$ cat config.mk
export PLATFORM = sky130hd
export DESIGN_NAME = johnson_decoder
export DESIGN_NICKNAME = d
export VERILOG_FILES = /design/src/rtl/johnson_pkg.sv /design/src/rtl/johnson_code_decode.sv /design/src/rtl/johnson_decoder.sv
export SDC_FILE = /design/constraint.sdc
export NUM_CORES = 1
export LEC_CHECK = 0
export ABC_CLOCK_PERIOD_IN_PS = 6700
export CORE_ASPECT_RATIO = 0.8
export CORE_MARGIN = 2
export CORE_UTILIZATION = 34
export DETAILED_ROUTE_END_ITERATION = 8
export PLACE_DENSITY = 0.53
export SYNTH_ARGS = -nofsm -noshare
export SYNTH_HDL_FRONTEND = slang
export SYNTH_SLANG_ARGS = --single-unit
$ cat constraint.sdc
create_clock -name clk -period 6.7 [get_ports clk]
set_clock_uncertainty 0.05 [all_clocks]
set_input_delay 0.67 -clock clk [delete_from_list [all_inputs] [get_ports clk]]
set_output_delay 0.67 -clock clk [all_outputs]
set_load 0.02 [all_outputs]
$ cat src/rtl/johnson_pkg.sv
// rtl/johnson_pkg.sv - shared types and constants for the Johnson code checker
package johnson_pkg;

    typedef enum logic [1:0] {
        UNLOCKED = 2'd0,
        ACQUIRE  = 2'd1,
        LOCKED   = 2'd2
    } lock_state_t;

    typedef enum logic [1:0] {
        SUCC = 2'd0,
        HOLD = 2'd1,
        JUMP = 2'd2,
        BAD  = 2'd3
    } step_class_t;

    localparam logic [7:0] ERR_MAX = 8'd255;

endpackage

$ cat src/rtl/johnson_code_decode.sv
// rtl/johnson_code_decode.sv - combinational Johnson code legality check and index decode
module johnson_code_decode
    import johnson_pkg::*;
#(
    parameter  int N  = 4,
    localparam int CW = $clog2(2 * N)
) (
    input  logic [N-1:0]  jc,
    output logic          legal,
    output logic [CW-1:0] index
);

    logic [N-1:0] q_inc;
    logic [N-1:0] nq;
    logic [N-1:0] nq_inc;
    int           ones;

    // A legal code is a contiguous run of ones anchored at the LSB (MSB=0)
    // or a contiguous run of zeros anchored at the LSB (MSB=1).
    always_comb begin
        q_inc  = jc + N'(1);
        nq     = ~jc;
        nq_inc = nq + N'(1);
        ones   = $countones(jc);
        if (jc[N-1] == 1'b0) begin
            legal = ((jc & q_inc) == '0);
            index = CW'(ones);
        end else begin
            legal = ((nq & nq_inc) == '0);
            index = CW'(2 * N - ones);
        end
    end

endmodule

$ cat src/rtl/johnson_decoder.sv
// rtl/johnson_decoder.sv - Johnson code stream decoder with lock tracking and error counting
module johnson_decoder
    import johnson_pkg::*;
#(
    parameter  int N        = 4,
    parameter  int LOCK_LEN = 2,
    localparam int CW       = $clog2(2 * N)
) (
    input  logic          clk,
    input  logic          rst,
    input  logic          valid_in,
    input  logic [N-1:0]  jc_in,
    input  logic          err_clr,
    output logic          valid_out,
    output logic [CW-1:0] count,
    output logic          illegal,
    output logic          seq_err,
    output logic          wrap,
    output logic          locked,
    output logic [7:0]    err_cnt
);

    localparam logic [CW-1:0] LAST_IDX = CW'(2 * N - 1);

    lock_state_t   state, state_nxt;
    step_class_t   cls;
    logic [CW-1:0] ref_idx, ref_nxt;
    logic [CW-1:0] succ_idx;
    logic [CW-1:0] count_nxt;
    logic [3:0]    good, good_nxt;
    logic          dec_legal;
    logic [CW-1:0] dec_index;
    logic          illegal_nxt, seq_err_nxt, wrap_nxt;
    logic          err_event;

    johnson_code_decode #(.N(N)) u_decode (
        .jc    (jc_in),
        .legal (dec_legal),
        .index (dec_index)
    );

    // Successor wraps explicitly since 2N need not be a power of two.
    always_comb begin
        succ_idx = (ref_idx == LAST_IDX) ? '0 : ref_idx + CW'(1);
        if (!dec_legal)
            cls = BAD;
        else if (dec_index == succ_idx)
            cls = SUCC;
        else if (dec_index == ref_idx)
            cls = HOLD;
        else
            cls = JUMP;
    end

    always_comb begin
        state_nxt   = state;
        good_nxt    = good;
        ref_nxt     = ref_idx;
        count_nxt   = count;
        illegal_nxt = 1'b0;
        seq_err_nxt = 1'b0;
        wrap_nxt    = 1'b0;
        if (valid_in) begin
            if (cls == BAD) begin
                illegal_nxt = 1'b1;
                state_nxt   = UNLOCKED;
            end else begin
                ref_nxt   = dec_index;
                count_nxt = dec_index;
                case (state)
                    UNLOCKED: begin
                        state_nxt = ACQUIRE;
                        good_nxt  = '0;
                    end
                    ACQUIRE: begin
                        if (cls == SUCC) begin
                            good_nxt = good + 4'd1;
                            if (good + 4'd1 == 4'(LOCK_LEN))
                                state_nxt = LOCKED;
                        end else if (cls == JUMP) begin
                            good_nxt = '0;
                        end
                    end
                    LOCKED: begin
                        if (cls == SUCC) begin
                            wrap_nxt = (ref_idx == LAST_IDX) && (dec_index == '0);
                        end else if (cls == JUMP) begin
                            state_nxt   = ACQUIRE;
                            good_nxt    = '0;
                            seq_err_nxt = 1'b1;
                        end
                    end
                    default: state_nxt = UNLOCKED;
                endcase
            end
        end
    end

    assign err_event = illegal_nxt | seq_err_nxt;
    assign locked    = (state == LOCKED);

    always_ff @(posedge clk or posedge rst) begin
        if (rst) begin
            state     <= UNLOCKED;
            good      <= '0;
            ref_idx   <= '0;
            count     <= '0;
            valid_out <= 1'b0;
            illegal   <= 1'b0;
            seq_err   <= 1'b0;
            wrap      <= 1'b0;
            err_cnt   <= '0;
        end else begin
            state     <= state_nxt;
            good      <= good_nxt;
            ref_idx   <= ref_nxt;
            count     <= count_nxt;
            valid_out <= valid_in;
            illegal   <= illegal_nxt;
            seq_err   <= seq_err_nxt;
            wrap      <= wrap_nxt;
            // A clear coinciding with an event restarts the count at one.
            if (err_clr)
                err_cnt <= err_event ? 8'd1 : 8'd0;
            else if (err_event && err_cnt != ERR_MAX)
                err_cnt <= err_cnt + 8'd1;
        end
    end

endmodule

==> results.md, run 1 <==
* Cell count after synthesis at 186
* RSZ-0062 raised after global routing: false
* Drt wl/cell at 14.1 um
* Placer Congestion at 0.871
* Root Driver: clkbuf_8
* Worst Path Max Fanout at 6
* Worst Hold Endpoint: good[2]$_DFFE_PP0P_
* Syn Area/Cell at 8.78 um2
* Hold path depth at 1
* F_max at 0.208 GHz
* Residual DRC count at 0
* Most common library cells after synthesis: 21 x dfrtp_1, 21 x ha_1, 20 x inv_1
* Layout cells sized above 1 at 3.83%
* Register area share after synthesis at 32.2%
* Nets at 240
* First-pass GRT wire length at 6490 um
* Initial antenna violation count at 0
* Pre-antenna DRT Iters at 4
* Final Cycle Share at 71.9%
* HPWL Detailed at 2910 um
* Bufs on Longest Clock Path at 2
* Initial core utilization at 35.5%
* Net Sw Frac at 40.7%
* Yosys reg bits at 21
* R2r startpoint: ref_idx[0]$_DFFE_PP0P_
* Worst setup EP type: flop
* Dpl ws at 1.62 ns
* Top Ports at 24
* Sequential Area at 526 um2
* Critical path class: primary input to flop
* Sequential power share at 33.6%
* Worst Path Required at 6.81 ns
* Post-synth EDFFs at 0
* CTS H-Tree Depth at 1
* Cell row count at 22
* Final Hold Violating Endpoints at 0
* Least-Margin Pin Slew at 0.844 ns
* M1 WL at 1820 um
* Outcome: completed
* Synth warnings at 0
* Worst endpoint data arrival time at 4.93 ns
* Worst hold start: good[2]$_DFFE_PP0P_
* Startpoint class of the critical path: primary input
* DIE WIDTH at 81.5 um
* Setup tns final at 0 ns
* Clk pwr share at 18.6%
* Vias in the first global route at 1446
* Synth area leaders: dfrtp_1 32%, ha_1 16%, o21ai_0 5.5%, inv_1 4.6%, a21oi_1 4.0%
* Final setup violation count at 0
* Max-slew violations at 0
* Max_slew headroom at 43.7%
* Worst reg-to-reg path cell count at 11
* PwrDens at 237 nW/um2
* Core Area at 4600 um2
* Switching power at 0.190 mW
* Via count at 1416
* Routed length on met2 at 1770 um
* Largest net degree at the start of global routing at 22
* Gate power share at 47.8%
* Met3 wire length at 188 um
* Hold_buf cts at 0
* Top sig layer: met4
* CTS buffer count at 3
* R2R Setup Slk at 3.49 ns
* Max-Cap Viols at 0
* Critical R2R Capture: good[3]$_DFFE_PP0P_
* Power Internal at 0.276 mW
* Period minus WS final at 4.82 ns
* DRT iter0 DRCs at 76
* Multi-input logic area at 1020 um2
* Yosys cell types at 41
* Vias per cell at 5.26
* GR Util All Layers at 15.4%
* Die H at 66.0 um
* Clk slew on worst S/H paths at 0.08 ns
* Syn Std Cell Area at 1630 um2
* Routed Antenna Nets at 0
* Top cell type by total area after synthesis: dfrtp_1
* Ant diodes at 0
* Syn nets at 216
* Worst hold path type: flop to flop
* Gr ovfl total at 0
* # port buffers at 23
* VDD IR max at 0.000137 V
* Leakage at 0.864 nW
* Area share of the largest cell type after synthesis at 32.2%
* Final WL at 3800 um
* Layout area overhead at 20.5%
* Fillcell total at 469
* Worst skew pair latency at 0.26 ns
* CTS Sinks at 21
* CTS tree: done
* Top FF cell, synth: dfrtp_1
* Post-route worst setup slack at 1.88 ns
* Setup bufs post-CTS at 0
* Final core utilization at 42.8%
* Die area at 5380 um2
* Share of flip-flops with an asynchronous set or reset at 100%
* Post-CTS resize count at 0
## worst max-delay path by stage
stage,from,end,depth (start not counted)
floorplan,jc_in[0],err_cnt[7]$_DFFE_PP0P_,18
global placement,jc_in[0],good[1]$_DFFE_PP0P_,18
detailed placement,jc_in[0],err_cnt[7]$_DFFE_PP0P_,18
CTS,jc_in[0],good[3]$_DFFE_PP0P_,16
global route,jc_in[0],err_cnt[7]$_DFFE_PP0P_,18
finish,jc_in[0],good[3]$_DFFE_PP0P_,16
## flip-flops by register name, summed over array words and instances (netlist names)
name and cells:
err_cnt 8, good 4, illegal 1, ref_idx 3, seq_err 1, state 2, valid_out 1, wrap 1
## worst max-delay path, cell delays in order
cell and delay (ns):
clkdlybuf4s50_1 0.52, inv_1 0.08, ha_1 0.29, ha_1 0.19, inv_1 0.06, fa_1 0.43, ha_1 0.29, nand2_1 0.07
o21ai_0 0.23, a221oi_1 0.31, o221ai_1 0.24, a21oi_1 0.32, ha_1 0.31, nand2_1 0.13, or4_4 0.53, o31ai_1 0.28
## metrics by stage
step	instances	hold slack (ns)	total power [mW]	cell area [um2]
floorplan	186	0.450	0.315	1630
global placement	265	0.491	0.376	1920
detailed placement	265	0.499	0.379	1920
CTS	269	0.514	0.469	1970
global route	269	0.545	0.506	1970
finish	269	0.529	0.466	1970
## cell type report
type | count | area share, %
Tap cell | 60 | 3.81
Timing Repair Buffer | 23 | 11.7
Inverter | 20 | 3.81
Multi-Input combinational cell | 141 | 51.6
Clock buffer | 3 | 2.10
Clock inverter | 1 | 0.254
Sequential cell | 21 | 26.7
## logic make-up after synthesis
family	after synthesis	synth area share (%)
compound gates	54	21.6
mux	1	0.690
simple gates	57	18.8
flops	21	32.2
buf+inv	24	5.59
xor+xnor	7	3.75
fa+ha+maj	22	17.3
## cell usage in the layout, fill, tap and decap left out, drive strengths merged, types with 2 or more instances in the layout
cell and count:
o21ai 18, dfrtp 21, xor2 3, nor2b 3, ha 21, inv 20
a31oi 2, and3 4, and2 4, or3 3, clkbuf 3, xnor2 4
a21oi 13, a21o 2, nor4 2, nand2b 4, nand2 17, and4 2
o211ai 4, o21a 4, nand3 3, nand4 2, clkdlybuf4s50 23, o31ai 3
nor2 9
## layer usage
layer	GRT usage, %	vias to the layer above
li1	-	702
met1	19.6	683
met2	26.8	29
met3	4.10	2
met4	1.91	0
met5	0	-
## power by group through the flow
stage | combinational (mW) | clock, mW | sequential, mW
floorplan | 0.149 | 0 | 0.166
detailed placement | 0.221 | 0 | 0.159
global route | 0.251 | 0.0955 | 0.159
finish | 0.223 | 0.0868 | 0.156
CTS | 0.223 | 0.0899 | 0.156
global placement | 0.218 | 0 | 0.158
(Power assumes the default switching activity.)
==> run 2, diff against run 1 <==
--- a/config.mk
+++ b/config.mk
@@ -5,12 +5,12 @@
 export SDC_FILE = /design/constraint.sdc
 export NUM_CORES = 1
 export LEC_CHECK = 0
-export ABC_CLOCK_PERIOD_IN_PS = 6700
+export ABC_CLOCK_PERIOD_IN_PS = 4400
 export CORE_ASPECT_RATIO = 0.8
 export CORE_MARGIN = 2
 export CORE_UTILIZATION = 34
 export DETAILED_ROUTE_END_ITERATION = 8
-export PLACE_DENSITY = 0.53
+export PLACE_DENSITY = 0.55
 export SYNTH_ARGS = -nofsm -noshare
 export SYNTH_HDL_FRONTEND = slang
 export SYNTH_SLANG_ARGS = --single-unit
==> constraint.sdc (replaced) <==
create_clock -name clk -period 4.4 [get_ports clk]
set_clock_uncertainty 0.05 [all_clocks]
set_input_delay 0.44 -clock clk [delete_from_list [all_inputs] [get_ports clk]]
set_output_delay 0.44 -clock clk [all_outputs]
set_load 0.02 [all_outputs]
==> run 2 against run 1 <==
  * Sequential power rose by 53%
  * Worst setup slack got worse by 1.7 ns
  * Die area unchanged
  * Highest routed layer unchanged
  * Worst hold slack improved by 0.0023 ns
  * Critical endpoint is now err_cnt[7]$_DFFE_PP0P_
  * Largest cell class unchanged
  * Clock power is 56% higher
==> results.md, run 2 (synthesized netlist as in run 1, its figures left out) <==
* Largest net degree at the start of global routing at 22
* Via count at 1464
* Clk slew on worst S/H paths at 0.09 ns
* Max-slew violations at 0
* Setup tns final at 0 ns
* Dpl cell area at 2020 um2
* Commonest non-fill, non-tap cells in the layout: 23 x clkdlybuf4s50_1, 21 x dfrtp_1, 20 x inv_1, 20 x ha_1
* Worst endpoint data arrival time at 4.35 ns
* Core Area at 4600 um2
* Final WL at 3790 um
* CP endpoint: err_cnt[7]$_DFFE_PP0P_
* Post-route worst setup slack at 0.196 ns
* Worst skew pair latency at 0.27 ns
* Max_slew headroom at 43.8%
* Max-Cap Viols at 0
* Leakage at 0.941 nW
* CTS buffer count at 3
* Placer Congestion at 0.828
* Ant diodes at 0
* Final setup violation count at 0
* Worst Path Max Fanout at 5
* Period minus WS final at 4.20 ns
* Critical R2R Capture: err_cnt[7]$_DFFE_PP0P_
* Outcome: completed
* Routed Antenna Nets at 0
* Pre-antenna DRT Iters at 4
* Residual DRC count at 0
* DRT iter0 DRCs at 29
* GR Util All Layers at 14.7%
* Final Hold Violating Endpoints at 0
* Layout area overhead at 29.1%
* Pwr Total at 0.759 mW
* HPWL Detailed at 2820 um
* F_max at 0.238 GHz
* R2r startpoint: ref_idx[0]$_DFFE_PP0P_
* Max reg flops at 8
* Critical path class: primary input to flop
* Critical Path Source: jc_in[0]
* Bufs on Longest Clock Path at 2
* Biggest regs: err_cnt: 8 flops, good: 4 flops, ref_idx: 3 flops
* Worst Path Required at 4.54 ns
* Layout cells sized above 1 at 12.6%
* VDD IR max at 0.000207 V
* Cell row count at 22
* Die area at 5380 um2
* Dpl ws at -0.211 ns
* Filler-free cell count of the finished design at 283
* Worst reg-to-reg path cell count at 13
* Commonest non-fill, non-tap cell in the layout: clkdlybuf4s50_1
* Startpoint class of the critical path: primary input
* Initial core utilization at 35.5%
* Die H at 66.0 um
* Worst hold path type: flop to flop
* Root Driver: clkbuf_8
* Final hold slack at 0.531 ns
* Final core utilization at 45.9%
* DIE WIDTH at 81.5 um
* Vias per cell at 5.17
* Worst setup EP type: flop
* Top Ports at 24
* First-pass GRT wire length at 6110 um
* # port buffers at 23
* Worst hold start: good[1]$_DFFE_PP0P_
* Largest reg by FF count: err_cnt
* CTS Sinks at 21
* Vias in the first global route at 1283
* Least-Margin Pin Slew at 0.842 ns
* Drt wl/cell at 13.4 um
* Gr ovfl total at 0
* Fillcell total at 445
* Initial antenna violation count at 0
* Nets at 254
* R2R Setup Slk at 1.30 ns
* Final Cycle Share at 95.5%
* PwrDens at 360 nW/um2
* Final instance area at 2110 um2
* Cell count after placement at 278
* CTS tree: done
* CTS H-Tree Depth at 1
* RSZ-0062 raised after global routing: true
-- run 2: power breakdown --
part	total (mW)	switching [mW]	internal, mW
sequential	0.238	0.0256	0.213
combinational	0.386	0.209	0.177
clock	0.135	0.0717	0.0633
-- run 2: worst max-delay path, stage by stage --
cell,delay (ns)
clkdlybuf4s50_1,0.48
inv_1,0.06
ha_1,0.29
ha_1,0.19
inv_1,0.06
fa_1,0.42
ha_1,0.20
nand2b_4,0.14
xnor2_2,0.16
a221oi_2,0.27
o221ai_2,0.16
a21o_1,0.24
ha_2,0.20
nor2b_1,0.11
and3_4,0.21
o211ai_1,0.17
or3_1,0.40
a21oi_1,0.14
-- run 2: layout make-up --
| type | count | area [um2] | area share (%) |
|---|---|---|---|
| multi-input combinational | 141 | 1050 | 49.9 |
| sequential | 21 | 526 | 24.9 |
| timing repair buffer | 37 | 335 | 15.9 |
| inverter | 20 | 75.1 | 3.56 |
| tap | 60 | 75.1 | 3.56 |
| clock buffer | 3 | 41.3 | 1.96 |
| clock inverter | 1 | 5.00 | 0.237 |
-- run 2: timing repair --
item,4_1_cts,5_1_grt
buffers inserted,0,1
hold buffers,0,0
setup endpoints to repair,0,12
resized for setup,0,7
-- run 2: metal layers --
| metal | global-route usage [%] | part of all wire (%) |
|---|---|---|
| met5 | 0 | 0 |
| met2 | 22.1 | 43 |
| met1 | 21.0 | 52 |
| met3 | 4.10 | 4.0 |
| met4 | 2.97 | 0.74 |
-- run 2: worst min-delay path by stage --
stage	to	slack, ns	cells after the start
floorplan	err_cnt[0]$_DFFE_PP0P_	0.37	1
global placement	ref_idx[2]$_DFFE_PP0P_	0.51	2
detailed placement	ref_idx[2]$_DFFE_PP0P_	0.51	2
CTS	good[2]$_DFFE_PP0P_	0.52	1
global route	good[2]$_DFFE_PP0P_	0.56	1
finish	good[1]$_DFFE_PP0P_	0.53	2
